==> config.mk <==
export PLATFORM = sky130hd
export DESIGN_NAME = button_event_decoder
export DESIGN_NICKNAME = d
export VERILOG_FILES = /design/src/rtl/button_event_decoder.sv
export SDC_FILE = /design/constraint.sdc
export NUM_CORES = 1
export LEC_CHECK = 0
export ABC_AREA = 0
export BUFFER_PORTS_ARGS = -buffer_cell sky130_fd_sc_hd__buf_2
export CAP_MARGIN = 20
export CORE_MARGIN = 2
export CORE_UTILIZATION = 30
export CTS_BUF_LIST = sky130_fd_sc_hd__clkbuf_8 sky130_fd_sc_hd__clkbuf_16
export CTS_CLUSTER_DIAMETER = 60
export DETAILED_ROUTE_END_ITERATION = 8
export PLACE_DENSITY_LB_ADDON = 0.08
export SYNTH_ARGS = -nofsm -noshare
export SYNTH_HDL_FRONTEND = slang
export SYNTH_SLANG_ARGS = --single-unit
==> constraint.sdc <==
create_clock -name clk -period 2.5 [get_ports clk]
set_clock_uncertainty 0.05 [all_clocks]
set_input_delay 0.375 -clock clk [delete_from_list [all_inputs] [get_ports clk]]
set_output_delay 0.375 -clock clk [all_outputs]
set_load 0.02 [all_outputs]
==> src/rtl/button_event_decoder.sv <==
// button_event_decoder: classifies a debounced, clk-synchronous button level
// into SHORT / LONG / DOUBLE gestures and offers each one as a single-entry
// valid/ready event, with a sticky overflow flag for dropped events.
module button_event_decoder #(
  parameter int unsigned LONG_CYCLES = 8,
  parameter int unsigned DOUBLE_GAP  = 6,
  parameter int unsigned CNT_W       = 4
) (
  input  logic       clk,
  input  logic       rst,
  input  logic       btn,
  input  logic       event_ready,
  output logic       event_valid,
  output logic [1:0] event_code,
  output logic       overflow,
  output logic       busy
);

  localparam logic [1:0] EV_NONE   = 2'b00;
  localparam logic [1:0] EV_SHORT  = 2'b01;
  localparam logic [1:0] EV_LONG   = 2'b10;
  localparam logic [1:0] EV_DOUBLE = 2'b11;

  localparam logic [CNT_W-1:0] LONG_LAST = CNT_W'(LONG_CYCLES - 1);
  localparam logic [CNT_W-1:0] GAP_LAST  = CNT_W'(DOUBLE_GAP - 1);
  localparam logic [CNT_W-1:0] CNT_ONE   = CNT_W'(1);

  typedef enum logic [2:0] {
    IDLE      = 3'd0,
    PRESS1    = 3'd1,
    WAIT2     = 3'd2,
    PRESS2    = 3'd3,
    LONG_HOLD = 3'd4
  } state_t;

  state_t           state_q, state_d;
  logic [CNT_W-1:0] cnt_q, cnt_d;
  logic [1:0]       gen_c;
  logic             pop_c;

  assign pop_c = event_valid & event_ready;

  // Gesture state and run-length counter register.
  always_ff @(posedge clk or negedge rst) begin
    if (!rst) begin
      state_q <= IDLE;
      cnt_q   <= '0;
      busy    <= 1'b0;
    end else begin
      state_q <= state_d;
      cnt_q   <= cnt_d;
      busy    <= (state_d != IDLE);
    end
  end

  // Next-state, counter update and event generation from the current btn sample.
  always_comb begin
    state_d = state_q;
    cnt_d   = cnt_q;
    gen_c   = EV_NONE;
    unique case (state_q)
      IDLE: begin
        if (btn) begin
          state_d = PRESS1;
          cnt_d   = CNT_ONE;
        end
      end
      PRESS1: begin
        if (btn) begin
          if (cnt_q == LONG_LAST) begin
            gen_c   = EV_LONG;
            state_d = LONG_HOLD;
            cnt_d   = '0;
          end else begin
            cnt_d = cnt_q + CNT_ONE;
          end
        end else begin
          state_d = WAIT2;
          cnt_d   = CNT_ONE;
        end
      end
      WAIT2: begin
        if (btn) begin
          gen_c   = EV_DOUBLE;
          state_d = PRESS2;
          cnt_d   = '0;
        end else if (cnt_q == GAP_LAST) begin
          gen_c   = EV_SHORT;
          state_d = IDLE;
          cnt_d   = '0;
        end else begin
          cnt_d = cnt_q + CNT_ONE;
        end
      end
      PRESS2, LONG_HOLD: begin
        if (!btn) state_d = IDLE;
      end
      default: begin
        state_d = IDLE;
        cnt_d   = '0;
      end
    endcase
  end

  // One-entry event register; a full, unpopped register drops the new event.
  always_ff @(posedge clk or negedge rst) begin
    if (!rst) begin
      event_valid <= 1'b0;
      event_code  <= EV_NONE;
      overflow    <= 1'b0;
    end else if (gen_c != EV_NONE) begin
      if (!event_valid || pop_c) begin
        event_valid <= 1'b1;
        event_code  <= gen_c;
      end else begin
        overflow <= 1'b1;
      end
    end else if (pop_c) begin
      event_valid <= 1'b0;
      event_code  <= EV_NONE;
    end
  end

endmodule

# After elaboration in Yosys (flattened, before gate mapping)
# Cells that the tools add are included.
[op_classes]
n_addsub = 1
eq_ne = 8
mux = 24
bitwise_logic = 3
n_reduce_logical = 10
[op_table]
columns = ["cell", "n"]
rows = [
  ["4-bit 2-to-1 mux", 5],
  ["3-bit 2-to-1 mux", 6],
  ["4-bit case mux with 4 select lines", 1],
  ["2-bit 2-to-1 mux", 6],
  ["3-bit case mux with 4 select lines", 1],
  ["4-bit by 3-bit == test with 1-bit output (second input constant)", 2],
  ["3-bit by 2-bit == test with 1-bit output (second input constant)", 2],
  ["2-bit AND reduction", 3],
  ["4-bit by 1-bit adder with 4-bit output (second input constant)", 1],
  ["1-bit 2-to-1 mux", 4],
  ["2-bit case mux with 2 select lines", 1],
  ["2-bit nonzero test", 2],
  ["3-bit by 1-bit == test with 1-bit output (second input constant)", 1],
  ["3-bit == test (second input constant)", 1],
  ["3-bit logical NOT", 1],
  ["3-bit nonzero test", 1],
  ["2-bit by 1-bit != test with 1-bit output (second input constant)", 1],
  ["2-bit != test (second input constant)", 1],
  ["1-bit NOT", 2],
  ["2-bit OR reduction", 1],
  ["1-bit bitwise AND", 1],
  ["1-bit logical NOT", 1],
  ["1-bit logical OR", 1],
]
[totals]
register_bits = 12
input_bits = 4
out_inout_bits = 5
elab_cells = 52

# Depth between registers and ports, before layout
# Gate-level depths: netlist (run 1).
[logic_depth]
word_depth = 7
ltp_mapped = 7
mapped_depth_nobuf = 6

# Worst setup path before layout (run 1)
# No wires, ideal clock.
[synth_timing]
path_type = "register to register"
startpoint = "register cnt_q[1]"
endpoint = "register event_code[1]"
setup_ps = 128
arrival_ps = 1511
setup_slack_ps = 812
stages_incl_launch_ff = 8
n_path_buf = 1
path_cell_list = "dfrtp_1 -> inv_1 -> ha_1 -> and3b_1 -> buf_4 -> a21oi_2 -> a221oi_2 -> mux2_1"
[synth_between]
elab_chain_len = 7
word_cells_on_any_way = 13
classes_between = "eq/ne: 3; mux: 7; reduce/logical: 3"
[synth_lines]
columns = ["item", "line_no", "rtl"]
rows = [
  ["start: declaration", "37", "logic [CNT_W-1:0] cnt_q, cnt_d;"],
  ["start signal: assignment", "51", "cnt_q <= cnt_d;"],
  ["4-bit by 3-bit == test with 1-bit output (on tied branches)", "87, 70", ""],
  ["1-bit 2-to-1 mux / 2-bit 2-to-1 mux (equally long branches)", "87, 70", ""],
  ["2-bit 2-to-1 mux (on tied branches)", "83, 69", ""],
  ["2-bit case mux with 2 select lines *", "61", "unique case (state_q)"],
  ["2-bit nonzero test", "111", "end else if (gen_c != EV_NONE) begin"],
  ["2-bit by 1-bit != test with 1-bit output (no source line) / 2-bit nonzero test (equally long branches)", "--", ""],
  ["2-bit AND reduction (no source line)", "--", ""],
  ["end signal: assignment", "114", "event_code <= gen_c;"],
  ["end: declaration", "14", "output logic [1:0] event_code,"],
]
# Mark *: on every way between the ends. The rest lies on a longest branch, timed or not. The select of a mux whose other input is x is not followed.
# A chain may end at the register's enable or synchronous reset.

# Final worst setup path (run 1)
# Same ends and word-level chain as after synthesis.

==> out/results.ini, run 1 <==
[run_status]
outcome=finished clean

[synth]
yosysWarnings=0
synthFlopType=dfrtp_1
yosysSeqAreaShare=0.370
synth_most_common_cell=dfrtp_1
ys_top_cells_by_count=dfrtp_1 (12), nor2_1 (9), nand2_1 (8)
synth_area_sq_um=811
synth_area_leaders=dfrtp_1 (37%), ha_1 (4.6%), nor2_1 (4.2%)
synth_cell_types=36
syn_nets=100
synthArstFlopShare=1.00
synth_area_leader_cell=dfrtp_1
syn_avg_cell_area_sq_um=8.72
synth_cells=93
synth_top_area_frac=0.370
ys_ff_latch=12
synth_edf_count=0

[min_path]
whs_path_depth=3
hold_path_startpoint=event_ready
hold_class=in -> reg
whs_endpoint=event_code[0]$_DFFE_PN0P_

[route]
postRouteAntennaNets=0
via_count=705
drtIter0Drc=17
route.detailed.drc=0
wl_per_cell_um=14.4
drt_wl_total_mm=1.89
firstDrtPassIters=4
vias_per_cell=5.38

[setup_path]
crit_slowest_cell=dfrtp_1
critPathLaunchType=flop
reg2reg_to=event_code[1]$_DFFE_PN0P_
path_class=reg -> reg
rrSetupSlack_ns=0.60
required_ns=2.58
reg2reg_from=cnt_q[1]$_DFFE_PN0P_
crit_path_max_fanout=6
rr_worst_depth=6
arrival_ns=1.98
worstPathCellList=inv_1 > ha_1 > and3b_1 > a21oi_2 > a221oi_2 > mux2_1
cp-end-kind=flop
critPathMaxStageDelay_ns=0.42

[timing]
fmaxAchievable_mhz=526
fin_setup_tns_ns=0
drv_slew=0
period_needed_ns=1.90
setup_viol=0
worstMarginPinSlew_ns=0.478
timing.final.crit_share=0.760
rsz0062_at_grt=false
relSlewSlack=0.681
final_hold_viol_count=0

[clocking]
cts_tree=done
clock_path_buffers=2
cts_max_level=1
insertion_delay_ns=0.25
cts_resized=0
clock_sinks=12
cts_root_buffer=clkbuf_8
cts_setup_buffers=0
path_clk_slew_ns=0.06
numCtsBuffers=3

[global_routing]
overflow=0
grt_pass1_vias=642
grt_usage=0.132
grt_max_degree=16
grt_pass1_wl_mm=3.15
antenna_found_initial=0

[placement]
gp_congestion=0.700
portBuffers=8
dp.cells=126
dp_hpwl_mm=1.31

[pwr]
ir_worst_vdd_v=0.000411
p_leak_nw=0.414
power_density_nw_per_um2=756

[die]
core_sq_um=2520
floorplan.die.height_um=56.0
pin_count=9
initial_core_util=0.321
die-area_sq_um=3130
row_count=18
fp.dieW_um=56.0

[run]
drv_cap=0

[layout]
nFillCells=265
layout-drive-gt1-share=0.178
syn_to_final_growth_pct=14.7
seq_area_sq_um=300
finalNonFillerCells=131
nets=109
multi_input_area_sq_um=468
num_antenna_cells=0

==> metal layers <==
metal	wire, um	vias up	GRT usage
li1	-	348	-
met1	936	341	0.170
met2	851	11	0.193
met3	71	5	0.0488
met4	29	0	0.0612
met5	0	-	0
==> layout by cell type, fill, tap and decap left out, drive strengths merged, types with 2 or more instances in the layout <==
master / instances
a21o: 3
a21oi: 7
a221oi: 3
a31oi: 2
and3b: 3
buf: 8
clkbuf: 4
dfrtp: 12
ha: 3
inv: 5
nand2: 8
nand2b: 3
nand3: 2
nand3b: 3
nor2: 9
nor2b: 5
o21ai: 5
o311ai: 2
or2: 3
==> logic make-up after synthesis <==
logic type | count (synthesis) | synth area share
multiplexers | 1 | 0.0139
AO/OA/AOI/OAI | 28 | 0.252
adder cells (fa/ha/maj) | 3 | 0.0463
AND/OR/NAND/NOR | 39 | 0.265
flip-flops | 12 | 0.370
buffers and inverters | 10 | 0.0525
==> final cells by class <==
| class | count | area share |
|---|---|---|
| clock buffers | 4 | 0.0592 |
| inverters | 5 | 0.0202 |
| multi-input cells | 71 | 0.503 |
| flip-flops and latches | 12 | 0.323 |
| well taps | 30 | 0.0404 |
| repair buffers | 9 | 0.0538 |
==> state kept, by name, indices dropped and copies added, names as in the netlist <==
name and flops:
event_code 2, overflow 1, state_q 3, event_valid 1, cnt_q 4, busy 1
==> repair_timing <==
item,in CTS,in global routing
hold endpoints to repair,12,0
hold buffers,1,0
setup endpoints to repair,0,0
==> power by group <==
part,switching (mW),internal [mW]
combinational,0.120,0.0866
clock,0.0782,0.140
sequential,0.0461,0.232
total,0.245,0.458
==> worst max-delay path, delay by kind of cell, from the launching register on <==
| family | cells | cell delay [ns] |
|---|---|---|
| AOI/OAI and AO/OA | 2 | 0.35 |
| and+or+nand+nor | 1 | 0.35 |
| buffers and inverters | 1 | 0.09 |
| DFF | 1 | 0.42 |
| adders and majority gates | 1 | 0.19 |
| muxes | 1 | 0.34 |
==> how the worst max path moves through the flow <==
stage                         start                   endpoint  cells after the start
2_1_floorplan  cnt_q[1]$_DFFE_PN0P_  event_code[1]$_DFFE_PN0P_                      7
4_1_cts        cnt_q[1]$_DFFE_PN0P_  event_code[1]$_DFFE_PN0P_                      6
6_report       cnt_q[1]$_DFFE_PN0P_  event_code[1]$_DFFE_PN0P_                      6
3_5_place_dp   cnt_q[1]$_DFFE_PN0P_  event_code[1]$_DFFE_PN0P_                      6
3_3_place_gp   cnt_q[1]$_DFFE_PN0P_  event_code[1]$_DFFE_PN0P_                      6
5_1_grt        cnt_q[1]$_DFFE_PN0P_  event_code[1]$_DFFE_PN0P_                      6
==> per-stage QoR <==
step	power, mW	hold slack (ns)	util	setup slack [ns]	instance area [sq um]
4_1_cts	0.718	0.399	0.369	0.596	930
5_1_grt	0.756	0.409	0.369	0.492	930
3_5_place_dp	0.488	0.232	0.343	0.587	865
6_report	0.703	0.404	0.369	0.600	930
2_1_floorplan	0.426	0.0294	-	0.812	811
3_3_place_gp	0.488	0.230	0.343	0.592	865
Power figures use the tool's default switching activity.
==> inputs of run 2 (changes only) <==
- clock period: 2.5 -> 1.75 ns (I/O delays scaled with it)
==> out/results.ini, run 2 (synthesized netlist as in run 1, its figures left out) <==
[run_status]
outcome=finished clean

[min_path]
hold_path_startpoint=event_ready
whs_path_depth=3  ; unchanged
hold_class=in -> reg

[clocking]
numCtsBuffers=3  ; unchanged
insertion_delay_ns=0.24  ; about the same
clock_path_buffers=2  ; unchanged
cts_tree=done
cts_max_level=1  ; unchanged
path_clk_slew_ns=0.05  ; about the same
clock_sinks=12  ; unchanged
cts_root_buffer=clkbuf_8

[setup_path]
critPathMaxStageDelay_ns=0.41  ; about the same
crit_start=cnt_q[1]$_DFFE_PN0P_
critPathTopFamily=flip-flops
worstPathCellList=ha_2 > and3b_2 > a31oi_2 > a221oi_2 > mux2_1
worst-path-stages=5  ; -1
required_ns=1.82  ; -0.76 ns
path_class=reg -> reg
crit_slowest_cell=dfrtp_1
cp-end-kind=flop
critPathBufInv=0  ; -1
arrival_ns=1.78  ; -0.20 ns
crit_path_max_fanout=5  ; -1
critPathLaunchType=flop
reg2reg_from=cnt_q[1]$_DFFE_PN0P_
rr_worst_depth=5  ; -1

[placement]
dp_hpwl_mm=1.42  ; +8.4%
place_area_sq_um=925  ; +6.9%
gp_congestion=0.737  ; +5.4%
portBuffers=8  ; unchanged

[timing]
timing.final.crit_share=0.978  ; +0.218
worstMarginPinSlew_ns=0.519  ; +0.0406 ns
relSlewSlack=0.654  ; -0.0271
fin_setup_tns_ns=0  ; unchanged
rsz0062_at_grt=true
final_hold_viol_count=0  ; unchanged
period_needed_ns=1.71  ; -0.188 ns
drv_slew=0  ; unchanged
fmaxAchievable_mhz=584  ; +11%
setup_viol=0  ; unchanged
hold_ws_ns=0.307  ; -0.0972 ns

[die]
core_sq_um=2520  ; unchanged
floorplan.die.height_um=56.0  ; unchanged
row_count=18  ; unchanged
initial_core_util=0.321  ; unchanged
pin_count=9  ; unchanged
die-area_sq_um=3130  ; unchanged
fp.dieW_um=56.0  ; unchanged

[route]
vias_per_cell=5.23  ; -2.8%
postRouteAntennaNets=0  ; unchanged
wl_per_cell_um=14.1  ; -2.0%
drt_wl_total_mm=1.96  ; +4.0%
route.met2.wl_um=889  ; +4.5%
m1WireLength_um=992  ; +6.0%
firstDrtPassIters=4  ; unchanged
drtIter0Drc=21  ; +4
via_count=727  ; +3.1%
route.detailed.drc=0  ; unchanged
top_layer=met4
wl_met3_um=55  ; -23%

[layout]
layout-drive-gt1-share=0.284  ; +0.106
largest_reg_flops=4  ; unchanged
final_cell_mix=dfrtp_1 (11), nor2_1 (9), buf_4 (9)
nets=118  ; +8.3%
largestRegisters=cnt_q x4, state_q x3, event_code x2
design_area_sq_um=1010  ; +8.3%
syn_to_final_growth_pct=24.2
num_antenna_cells=0  ; unchanged
layout.cells.most_common=dfrtp_1
regMostFlops=cnt_q
post-route-util=0.399  ; +0.0308

[run]
drv_cap=0  ; unchanged

[global_routing]
grt_usage=0.131  ; -0.000419
grt_pass1_wl_mm=3.18  ; +0.86%
overflow=0  ; unchanged
antenna_found_initial=0  ; unchanged
grt_max_degree=16  ; unchanged
grt_pass1_vias=658  ; +2.5%

[pwr]
ir_worst_vdd_v=0.000447  ; +8.9%
p_leak_nw=0.450  ; +8.7%
power_density_nw_per_um2=987  ; +31%

[run 2: path summary, 6_finish.rpt]
check,slack (ns),endpoint
setup / recovery,0.04,event_code[1]$_DFFE_PN0P_
hold / removal,0.31,event_code[0]$_DFFE_PN0P_
setup reg to reg,0.04,event_code[1]$_DFFE_PN0P_
hold reg to reg,0.41,overflow$_DFFE_PN0P_
max in group asynchronous,0.99,cnt_q[0]$_DFFE_PN0P_
min in group asynchronous,0.40,state_q[1]$_DFF_PN0_
[run 2: per-stage QoR]
step	std cells	total power [mW]	worst slack (ns)
CTS	138	0.988	0.00667
detailed placement	134	0.732	0.00622
global placement	134	0.730	0.0371
global route	139	1.07	-0.0397
floorplan	93	0.609	0.0618
finish	139	0.994	0.0378
[run 2: timing repair]
action,CTS,global route
gates resized for setup,1,5
hold buffers,1,0
setup endpoints to repair,1,3
hold endpoints to repair,12,0
setup buffers,0,1
[run 2: cell type report]
class	count	area, sq um
inverter	5	18.8
tap	30	37.5
sequential	12	302
multi-input combinational	71	490
fill	260	1520
timing repair buffer	18	118
clock buffer	3	41.3
[run 2: power breakdown]
part | total (mW) | leakage, nW | switching, mW | internal (mW)
Sequential | 0.384 | 0.150 | 0.0506 | 0.334
Combinational | 0.362 | 0.279 | 0.202 | 0.160
Clock | 0.249 | 0.0216 | 0.0972 | 0.151
Total | 0.994 | 0.450 | 0.349 | 0.645
[run 2: per-layer routing]
| layer | up-vias | global-route usage |
|---|---|---|
| met3 | 2 | 0.0209 |
| met5 | - | 0 |
| met1 | 346 | 0.173 |
| met4 | 0 | 0.0714 |
| li1 | 365 | - |
| met2 | 14 | 0.203 |
[run 2: worst min-delay path, stage by stage]
cell and delay [ns]:
buf_2 0.09, o221ai_1 0.12, o311ai_1 0.08
